### config.mk
export PLATFORM = sky130hd
export DESIGN_NAME = instr_sequencer
export DESIGN_NICKNAME = d
export VERILOG_FILES = /design/src/rtl/instr_sequencer.sv
export SDC_FILE = /design/constraint.sdc
export NUM_CORES = 1
export LEC_CHECK = 0
export ABC_AREA = 1
export CORE_UTILIZATION = 41
export CTS_CLUSTER_DIAMETER = 30
export CTS_CLUSTER_SIZE = 30
export DETAILED_ROUTE_END_ITERATION = 8
export PLACE_DENSITY = 0.81
export SYNTH_ARGS = -nofsm -noshare
export SYNTH_HDL_FRONTEND = slang
export SYNTH_SLANG_ARGS = --single-unit
### constraint.sdc
create_clock -name clock -period 1.3 [get_ports clock]
set_input_delay 0.26 -clock clock [delete_from_list [all_inputs] [get_ports clock]]
set_output_delay 0.26 -clock clock [all_outputs]
set_load 0.005 [all_outputs]
### src/rtl/instr_sequencer.sv
// Multi-cycle control sequencer: owns the IR, execute sub-state, PC-increment
// timing, retired-instruction count, halt and step-overrun fault.
module instr_sequencer #(
    parameter logic [10:0] HALT_OPC  = 11'h7FF,
    parameter int unsigned MAX_STEPS = 4,
    parameter int unsigned CNT_W     = 16
) (
    input  logic             clock,
    input  logic             reset_n,
    input  logic             run,
    input  logic [31:0]      instr_in,
    input  logic             mem_ready,
    input  logic             stall,
    input  logic [1:0]       dec_next_state,
    output logic             fetch_req,
    output logic [31:0]      ir,
    output logic [1:0]       state,
    output logic             exec_en,
    output logic             pc_inc,
    output logic             halted,
    output logic             fault,
    output logic [CNT_W-1:0] instr_count
);

    typedef enum logic [1:0] {
        IDLE  = 2'd0,
        FETCH = 2'd1,
        EXEC  = 2'd2,
        HALT  = 2'd3
    } phase_e;

    localparam logic [2:0] MAX_STEP_C = 3'(MAX_STEPS);

    phase_e           phase_q, phase_d;
    logic [31:0]      ir_q, ir_d;
    logic [1:0]       state_q, state_d;
    logic [2:0]       step_q, step_d;
    logic             fault_q, fault_d;
    logic [CNT_W-1:0] cnt_q, cnt_d;

    always_ff @(posedge clock or negedge reset_n) begin
        if (!reset_n) begin
            phase_q <= IDLE;
            ir_q    <= '0;
            state_q <= '0;
            step_q  <= '0;
            fault_q <= 1'b0;
            cnt_q   <= '0;
        end else begin
            phase_q <= phase_d;
            ir_q    <= ir_d;
            state_q <= state_d;
            step_q  <= step_d;
            fault_q <= fault_d;
            cnt_q   <= cnt_d;
        end
    end

    always_comb begin
        phase_d = phase_q;
        ir_d    = ir_q;
        state_d = state_q;
        step_d  = step_q;
        fault_d = fault_q;
        cnt_d   = cnt_q;
        unique case (phase_q)
            IDLE: begin
                if (run) phase_d = FETCH;
            end
            FETCH: begin
                if (mem_ready) begin
                    ir_d    = instr_in;
                    state_d = 2'b00;
                    step_d  = 3'd1;
                    // Halt word is latched but never executed or counted.
                    phase_d = (instr_in[31:21] == HALT_OPC) ? HALT : EXEC;
                end else if (!run) begin
                    phase_d = IDLE;
                end
            end
            EXEC: begin
                if (!stall) begin
                    if (dec_next_state == 2'b00) begin
                        cnt_d   = cnt_q + CNT_W'(1);
                        state_d = 2'b00;
                        phase_d = run ? FETCH : IDLE;
                    end else if (step_q == MAX_STEP_C) begin
                        fault_d = 1'b1;
                        phase_d = HALT;
                    end else begin
                        state_d = dec_next_state;
                        step_d  = step_q + 3'd1;
                    end
                end
            end
            HALT: begin
                phase_d = HALT;
            end
            default: begin
                phase_d = IDLE;
            end
        endcase
    end

    assign fetch_req   = (phase_q == FETCH);
    assign exec_en     = (phase_q == EXEC) & ~stall;
    assign pc_inc      = exec_en & (dec_next_state == 2'b00);
    assign halted      = (phase_q == HALT);
    assign fault       = fault_q;
    assign ir          = ir_q;
    assign state       = state_q;
    assign instr_count = cnt_q;

endmodule

---- Word-level counts from Yosys, hierarchy flattened ----
Index checks and enable logic that the tools add are counted.
storage, ports and cells
  flip-flop bits (word level) ............. 56
  input bits .............................. 39
  output and inout bits ................... 55
  logic and storage cells ................. 53
operators by class
  $add $sub $neg .......................... 2
  equal/unequal tests ..................... 13
  muxes and demuxes ....................... 19
  bitwise operators ....................... 4
  reduce and logical (&&, ||, !) cells .... 9
operator list
  cell                                                  count
  two-way mux 2 bit                                     10
  adder 16 x 1 -> 16 bit (second input constant)        1
  two-way mux 3 bit                                     4
  AND reduction 4 bit                                   3
  equality test 11 bit (second input constant)          1
  != test 2 bit (second input constant)                 5
  != test 3 bit (second input constant)                 3
  case mux 2 bit (4 select lines)                       1
  case mux 3 bit (2 select lines)                       1
  AND reduction 5 bit                                   1
  equality test 2 bit (second input constant)           2
  logical NOT 2 bit                                     2
  case mux 2 bit (2 select lines)                       1
  adder 3 x 1 -> 3 bit (second input constant)          1
  equality test 3 bit (second input constant)           1
  AND reduction 3 bit                                   1
  AND 1 bit                                             2
  equality test 2 x 1 -> 1 bit (second input constant)  1
  two-way mux 1 bit                                     2
  NOT 1 bit                                             2
  AND reduction 2 bit                                   1
  nonzero test 2 bit                                    1

---- Logic depth before layout (Yosys ltp) ----
Gate-level depths: netlist of run 1.
  word-level depth ........................ 5
  depth in mapped cells ................... 9
  gate-level depth less buffers ........... 9

---- Least setup slack after synthesis of run 1 ----
No wires, ideal clock.
  kind .................................... register to register
  start point ............................. register phase_q[0]
  end point ............................... register cnt_q[8] (netlist: instr_count[8])
  setup time .............................. 0.119 ns
  data arrival time ....................... 1.165 ns
  required time ........................... 1.181 ns
  setup slack ............................. 0.016 ns
  stages on the path, launching flop included .. 8
  path buffers ............................ 0
  clock period less this slack ............ 1.284 ns
  cells stage by stage .................... dfrtp_1 > inv_2 > nand2_2 > nor2_8 > nand2_8 > nor2_4 > nand3_1 > and2_1
between the ends
  word-level cells in the longest chain between the ends .. 2
RTL lines
  element                               RTL line  text
  start, declared                       34        phase_e phase_q, phase_d;
  start signal, assigned                50        phase_q <= phase_d;
  equality test 2 bit                   66        unique case (phase_q)
  AND reduction 3 bit (no source line)  n/a
  end signal, assigned                  55        cnt_q <= cnt_d;
  end, declared                         39        logic [CNT_W-1:0] cnt_q, cnt_d;
No other way between the ends.
A chain may end at the register's enable or synchronous reset.

---- Worst setup path after layout of run 1 ----
  start point ............................. register phase_q[0]
  end point ............................... output pc_inc
between the ends
  word-level cells in the longest chain between the ends .. 3
RTL lines
  element              RTL line  text
  equality test 2 bit  106       assign exec_en = (phase_q == EXEC) & ~stall;
  AND 1 bit            106
  AND 1 bit            107       assign pc_inc = exec_en & (dec_next_state == 2'b00);
  end, declared        19        output logic pc_inc,
No other way between the ends.

==> results of run 1 <==
-- cell families after synthesis --
kind of cell / count (synthesis)
DFF: 56
adders and majority gates: 3
xor gates and xnor gates: 8
AOI/OAI and AO/OA: 9
buffers and inverters: 31
and+or+nand+nor: 228
-- cells in the mapped netlist, drive strengths merged --
| master | number | area [sq um] |
|---|---|---|
| nand2 | 168 | 666.9 |
| dfrtp | 56 | 1401 |
| nor2 | 29 | 190.2 |
| inv | 25 | 93.84 |
| nand3 | 20 | 100.1 |
| o21ai | 7 | 35.03 |
| buf | 6 | 30.03 |
| xnor2 | 4 | 35.03 |
| xor2 | 4 | 35.03 |
| ha | 3 | 37.54 |
| nand3b | 3 | 22.52 |
| nand4 | 3 | 18.77 |
| nor3 | 3 | 20.02 |
| and2 | 1 | 6.260 |
| o211ai | 1 | 7.510 |
| o21bai | 1 | 7.510 |
| or2 | 1 | 6.260 |
-- final timing paths --
path	slack, ps	end	start
worst min register to register	470	ir[2]	ir[2]
worst max-delay path	-210	pc_inc	phase_q[0]
worst min-delay path	430	state[0]	dec_next_state[0]
max in group asynchronous	550	instr_count[6]	reset_n
worst max register to register	-200	state[0]	phase_q[1]
min in group asynchronous	470	state[0]	reset_n
-- power by group --
| part | leakage [uW] | switching [uW] | internal (uW) |
|---|---|---|---|
| clock network | 0.0000552 | 557 | 573 |
| logic | 0.00191 | 2150 | 2540 |
| registers | 0.000703 | 392 | 2360 |
| total | 0.00267 | 3100 | 5470 |
-- sequential cells by signal, indices dropped and copies added (netlist names) --
| signal | cells |
|---|---|
| phase_q | 2 |
| state | 2 |
| instr_count | 16 |
| step_q | 3 |
| ir | 32 |
| fault | 1 |
-- final cells by class --
cell class	count	area (sq um)
sequential	56	1404
tap	77	96.34
fill	442	1405
inverter	25	106.4
clock inverter	2	35.03
clock buffer	6	72.57
timing repair buffer	177	1692
multi-input combinational	248	1575
-- cells in the final DEF (no fill, tap or decap), types with 4 or more instances in the layout --
cell	instances
buf_12	8
buf_2	5
buf_4	65
buf_6	10
clkbuf_8	5
clkdlybuf4s50_1	35
dfrtp_1	54
dlygate4sd2_1	46
inv_1	19
nand2_1	109
nand2_2	41
nand2_4	15
nand3_1	12
nand3_2	5
nor2_1	12
nor2_2	6
nor2_4	8
xor2_1	4
-- metal layers --
metal	up-vias	wire length, um	track usage [%]
met4	0	110	5.956
met2	120	4961	44.04
li1	1397	-	-
met3	15	498	4.076
met5	-	0	0
met1	1456	3725	29.33
-- metrics by stage --
| step | area (sq um) | total power [uW] | setup WS (ps) | hold WS (ps) |
|---|---|---|---|---|
| CTS | 4647 | 8004 | -205.4 | 390.5 |
| global placement | 4016 | 6031 | -482.7 | 283.8 |
| detailed placement | 4016 | 6140 | -495.7 | 284.7 |
| finish | 4981 | 8567 | -207.2 | 428.1 |
| global route | 4981 | 9102 | -283.0 | 458.1 |
| floorplan | 2714 | 3999 | 16.28 | -35.59 |
-- timing repair --
| action | 4_1_cts | 5_1_grt |
|---|---|---|
| setup endpoints to repair | 105 | 61 |
| setup buffers | 35 | 13 |
| resized for setup | 141 | 76 |
| endpoints found under the hold margin | 56 | 0 |
| gates cloned | 4 | 1 |
| hold buffers | 1 | 0 |
| pin swaps | 18 | 32 |
-- worst max-delay path: stages, from the launching register on --
cell and delay [ps]:
dfrtp_1 430, buf_6 140, nor2_4 110, nand2_4 80
nor2_8 90, buf_6 100
==> impl_metrics.tcl, run 1 <==
set metrics [dict create \
    chipWidth_um 83.36 \
    cp.arrival_ps 1250 \
    ir_drop_v 0.001468 \
    synth_top_family_by_area "simple AND/OR/NAND/NOR gates" \
    holdPathStages 3 \
    num_vias 2988 \
    post_drt_wl_per_cell_um 15.73 \
    syn_inst 335 \
    ff2ff_path_depth 11 \
    final_core_util_pct 78.00 \
    start_util_pct 42.50 \
    fp-row-count 29 \
    cp_max_fo 3 \
    drc 0 \
    dieArea_sq_um 6949 \
    clkLatencyLatePin_ps 300 \
    maxSlewHeadroom_pct 74.19 \
    via_per_inst 5.056 \
    synth-compound-area-share_pct 1.844 \
    failed_checks "setup timing" \
    cts.reportedPaths.clkPinSlew_ps 100 \
    worstSetupEndpointType "output pin" \
    power.density_nw_per_um2 1720 \
    fmax_mhz 663.5 \
    drv_cap 0 \
    worst-slew-pin-transition_ps 384.3 \
    status "complete, but fails checks" \
    synth_mux_area_share_pct 0 \
    ios 94 \
    clockBufferDepth 2 \
    antenna_found_initial 0 \
    slew_violations 0 \
    htree_levels 2 \
    synth_cell_types 25 \
    rsz0062_at_grt "yes" \
    portBuffers 93 \
    fin_crit_ps 1507 \
    dp.cells 532 \
    cts_tree "done" \
    cts-root-buf "clkbuf_8" \
    final-setup-viol-count 58 \
    setup_tns_ps -8678 \
    die_h_um 83.36 \
    ant_nets 0 \
    seq_area_frac_synth_pct 51.64 \
    fin_crit_sh_pct 115.9 \
    finalWorstSetupSlack_ps -207.2 \
    overflow 0 \
    firstDrtPassIters 4 \
    cts_buffers 5 \
    path_class "flop to output pin" \
    syn_area_sq_um 2714 \
    cp.required_ps 1040 \
    area_growth_pct 83.54 \
    diodes 0 \
    coreArea_sq_um 6386 \
    drive_above_1_share_pct 39.11 \
    drt-initial-drc-count 168 \
    synth_fa_ha_area_share_pct 1.383 \
    yosys_warnings 0 \
    min_path_type "input port to flop" \
    gp_congestion 0.8278 \
    start_kind "flop" \
    grt_pass1_wl_um 13260 \
    syn_nets 377 \
    grt_usage_pct 24.09 \
    drt_wl_total_um 9296 \
    fin_worst_skew_ps 4.997 \
    hold_viol 0 \
    cellLeakagePower_uw 0.002669 \
    grt_max_degree 57 \
    fin_cells 591 \
    synthXorXnorAreaFrac_pct 2.582 \
    place_hpwl_um 4803 \
    ys_ff_latch 56 \
    first_global_vias 2789 \
    syn_avg_cell_area_sq_um 8.101 \
    synth-simple-area-share_pct 37.99 \
    final_nets 555 \
    clkSinkCount 56 \
]
(Power assumes the default switching activity.)
==> inputs of run 2 (changes only) <==
--- a/config.mk
+++ b/config.mk
@@ -11,6 +11,7 @@
 export CTS_CLUSTER_SIZE = 30
 export DETAILED_ROUTE_END_ITERATION = 8
 export PLACE_DENSITY = 0.81
+export REMOVE_ABC_BUFFERS = 1
 export SYNTH_ARGS = -nofsm -noshare
 export SYNTH_HDL_FRONTEND = slang
 export SYNTH_SLANG_ARGS = --single-unit
==> impl_metrics.tcl, run 2 (synthesized netlist as in run 1, its figures left out) <==
set metrics [dict create \
    clkLatencyLatePin_ps 300 \
    fin_crit_ps 1535 \
    cp_max_fo 3 \
    min_path_type "input port to flop" \
    first_global_vias 2996 \
    fp-row-count 29 \
    cts_buffers 5 \
    fillers 466 \
    htree_levels 2 \
    final-setup-viol-count 59 \
    status "complete, but fails checks" \
    intPower_uw 5170 \
    final_cell_mix "111 x nand2_1, 56 x buf_4, 55 x dfrtp_1" \
    timing.reg2reg.setup_slack_ps -200 \
    slew_violations 0 \
    path_buf_inv 2 \
    clkPwrFrac_pct 11.1 \
    portBuffers 93 \
    grt_pass1_wl_um 13810 \
    finalWorstSetupSlack_ps -235.3 \
    hold-worst-slack_ps 404.6 \
    seqCellArea_sq_um 1403 \
    gp_congestion 0.8823 \
    multiInputGateArea_sq_um 1519 \
    area_growth_pct 77.64 \
    final_common_cell "nand2_1" \
    cpMostUsedCell "buf_6" \
    cp-endpoint "pc_inc" \
    report.power.total_uw 8248 \
    fin_worst_skew_ps 3.387 \
    ff2ff_path_depth 9 \
    fin_crit_sh_pct 118.1 \
    crit_family "flip-flops" \
    cts.reportedPaths.clkPinSlew_ps 90 \
    dp_slack_ps -575.2 \
    crit_chain "buf_6 -> nor2_4 -> nand2_4 -> nor2_8 -> buf_6" \
    num_vias 2942 \
    hold_viol 0 \
    swShare_pct 37.32 \
    power.density_nw_per_um2 1711 \
    antenna_found_initial 0 \
    drt_wl_total_um 8866 \
    cp.required_ps 1040 \
    ant_nets 0 \
    drv_cap 0 \
    cellLeakagePower_uw 0.002560 \
    start_util_pct 42.50 \
    regToRegStartpoint "phase_q[0]" \
    startpoint "phase_q[0]" \
    firstDrtPassIters 4 \
    failed_checks "setup timing" \
    post_drt_wl_per_cell_um 15.13 \
    rsz0062_at_grt "yes" \
    final_nets 551 \
    clkSinkCount 56 \
    dieArea_sq_um 6949 \
    worstSetupEndpointType "output pin" \
    fin_area_sq_um 4821 \
    via_per_inst 5.020 \
    place_hpwl_um 5083 \
    combPwrFrac_pct 55.1 \
    path_class "flop to output pin" \
    drive_above_1_share_pct 36.15 \
    grt_max_degree 23 \
    place_area_sq_um 3966 \
    cts-root-buf "clkbuf_8" \
    worst-slew-pin-transition_ps 423.3 \
    ir_drop_v 0.0009924 \
    crit_cells 5 \
    clockBufferDepth 2 \
    critPathMaxStageDelay_ps 440 \
    drc 0 \
    cts_tree "done" \
    maxSlewHeadroom_pct 71.78 \
    chipWidth_um 83.36 \
    seqPwrFrac_pct 33.9 \
    drt-initial-drc-count 125 \
    coreArea_sq_um 6386 \
    start_kind "flop" \
    diodes 0 \
    overflow 0 \
    holdPathStages 3 \
    cp.arrival_ps 1280 \
    die_h_um 83.36 \
    grt_usage_pct 24.68 \
    fmax_mhz 651.3 \
    switching_power_uw 3078 \
    rr_endpoint "phase_q[1]" \
    ios 94 \
    crit_path_top_delay_cell "dfrtp_1" \
    largest_reg_flops 32 \
]
run 2: how the worst min path moves through the flow:
stage | from | endpoint | slack, ps
after floorplan | reset_n | fault | -40
after global placement | reset_n | fault | 210
after detailed placement | reset_n | instr_count[2] | 220
after CTS | dec_next_state[0] | state[0] | 400
after global routing | dec_next_state[0] | state[0] | 400
final | dec_next_state[0] | state[0] | 400
run 2: timing repair:
item,4_1_cts,5_1_grt
resized for setup,138,66
endpoints found under the hold margin,13,0
buffers inserted,43,10
hold buffers,1,0
cloned,5,0
pin swaps,24,19
setup endpoints to repair,105,60
run 2: metrics by stage:
step / utilization, % / std cells / setup TNS, ps
6_report: 75.49 / 586 / -7394
3_5_place_dp: 62.11 / 527 / -14860
3_3_place_gp: 62.11 / 527 / -13010
5_1_grt: 75.49 / 586 / -11310
2_1_floorplan: - / 329 / -11160
4_1_cts: 72.92 / 582 / -4630
run 2: per-layer routing:
layer  vias to the layer above  track usage, %  wire [um]
li1                       1381               -          -
met1                      1439           29.24       3463
met2                       110           46.20       4793
met3                        12           4.672        490
met4                         0           5.016        119
met5                         -               0          0
run 2: power groups by stage:
| stage | logic [uW] | registers (uW) | clock network [uW] |
|---|---|---|---|
| 6_report | 4540 | 2790 | 914 |
| 3_5_place_dp | 3230 | 2770 | 0 |
| 3_3_place_gp | 3120 | 2750 | 0 |
| 2_1_floorplan | 1150 | 2800 | 0 |
| 4_1_cts | 4230 | 2710 | 924 |
| 5_1_grt | 4900 | 2860 | 1000 |
run 2: layout make-up:
cell class                 count  area share [%]
timing repair buffer         173           33.69
multi-input combinational    248           31.51
sequential                    56           29.09
inverter                      25           2.102
tap                           77           1.998
clock buffer                   6           1.505
clock inverter                 1          0.1038
run 2: worst min-delay path, stage by stage:
cell and delay (ps):
dlygate4sd2_1 280, nand3_1 90, nand2_1 50
==> inputs of run 3 (changes only) <==
--- a/config.mk
+++ b/config.mk
@@ -6,6 +6,7 @@
 export NUM_CORES = 1
 export LEC_CHECK = 0
 export ABC_AREA = 1
+export ABC_CLOCK_PERIOD_IN_PS = 1300
 export CORE_UTILIZATION = 41
 export CTS_CLUSTER_DIAMETER = 30
 export CTS_CLUSTER_SIZE = 30
==> results of run 3 <==
Same layout as run 2: the final DEF is identical, and so are final timing and power.
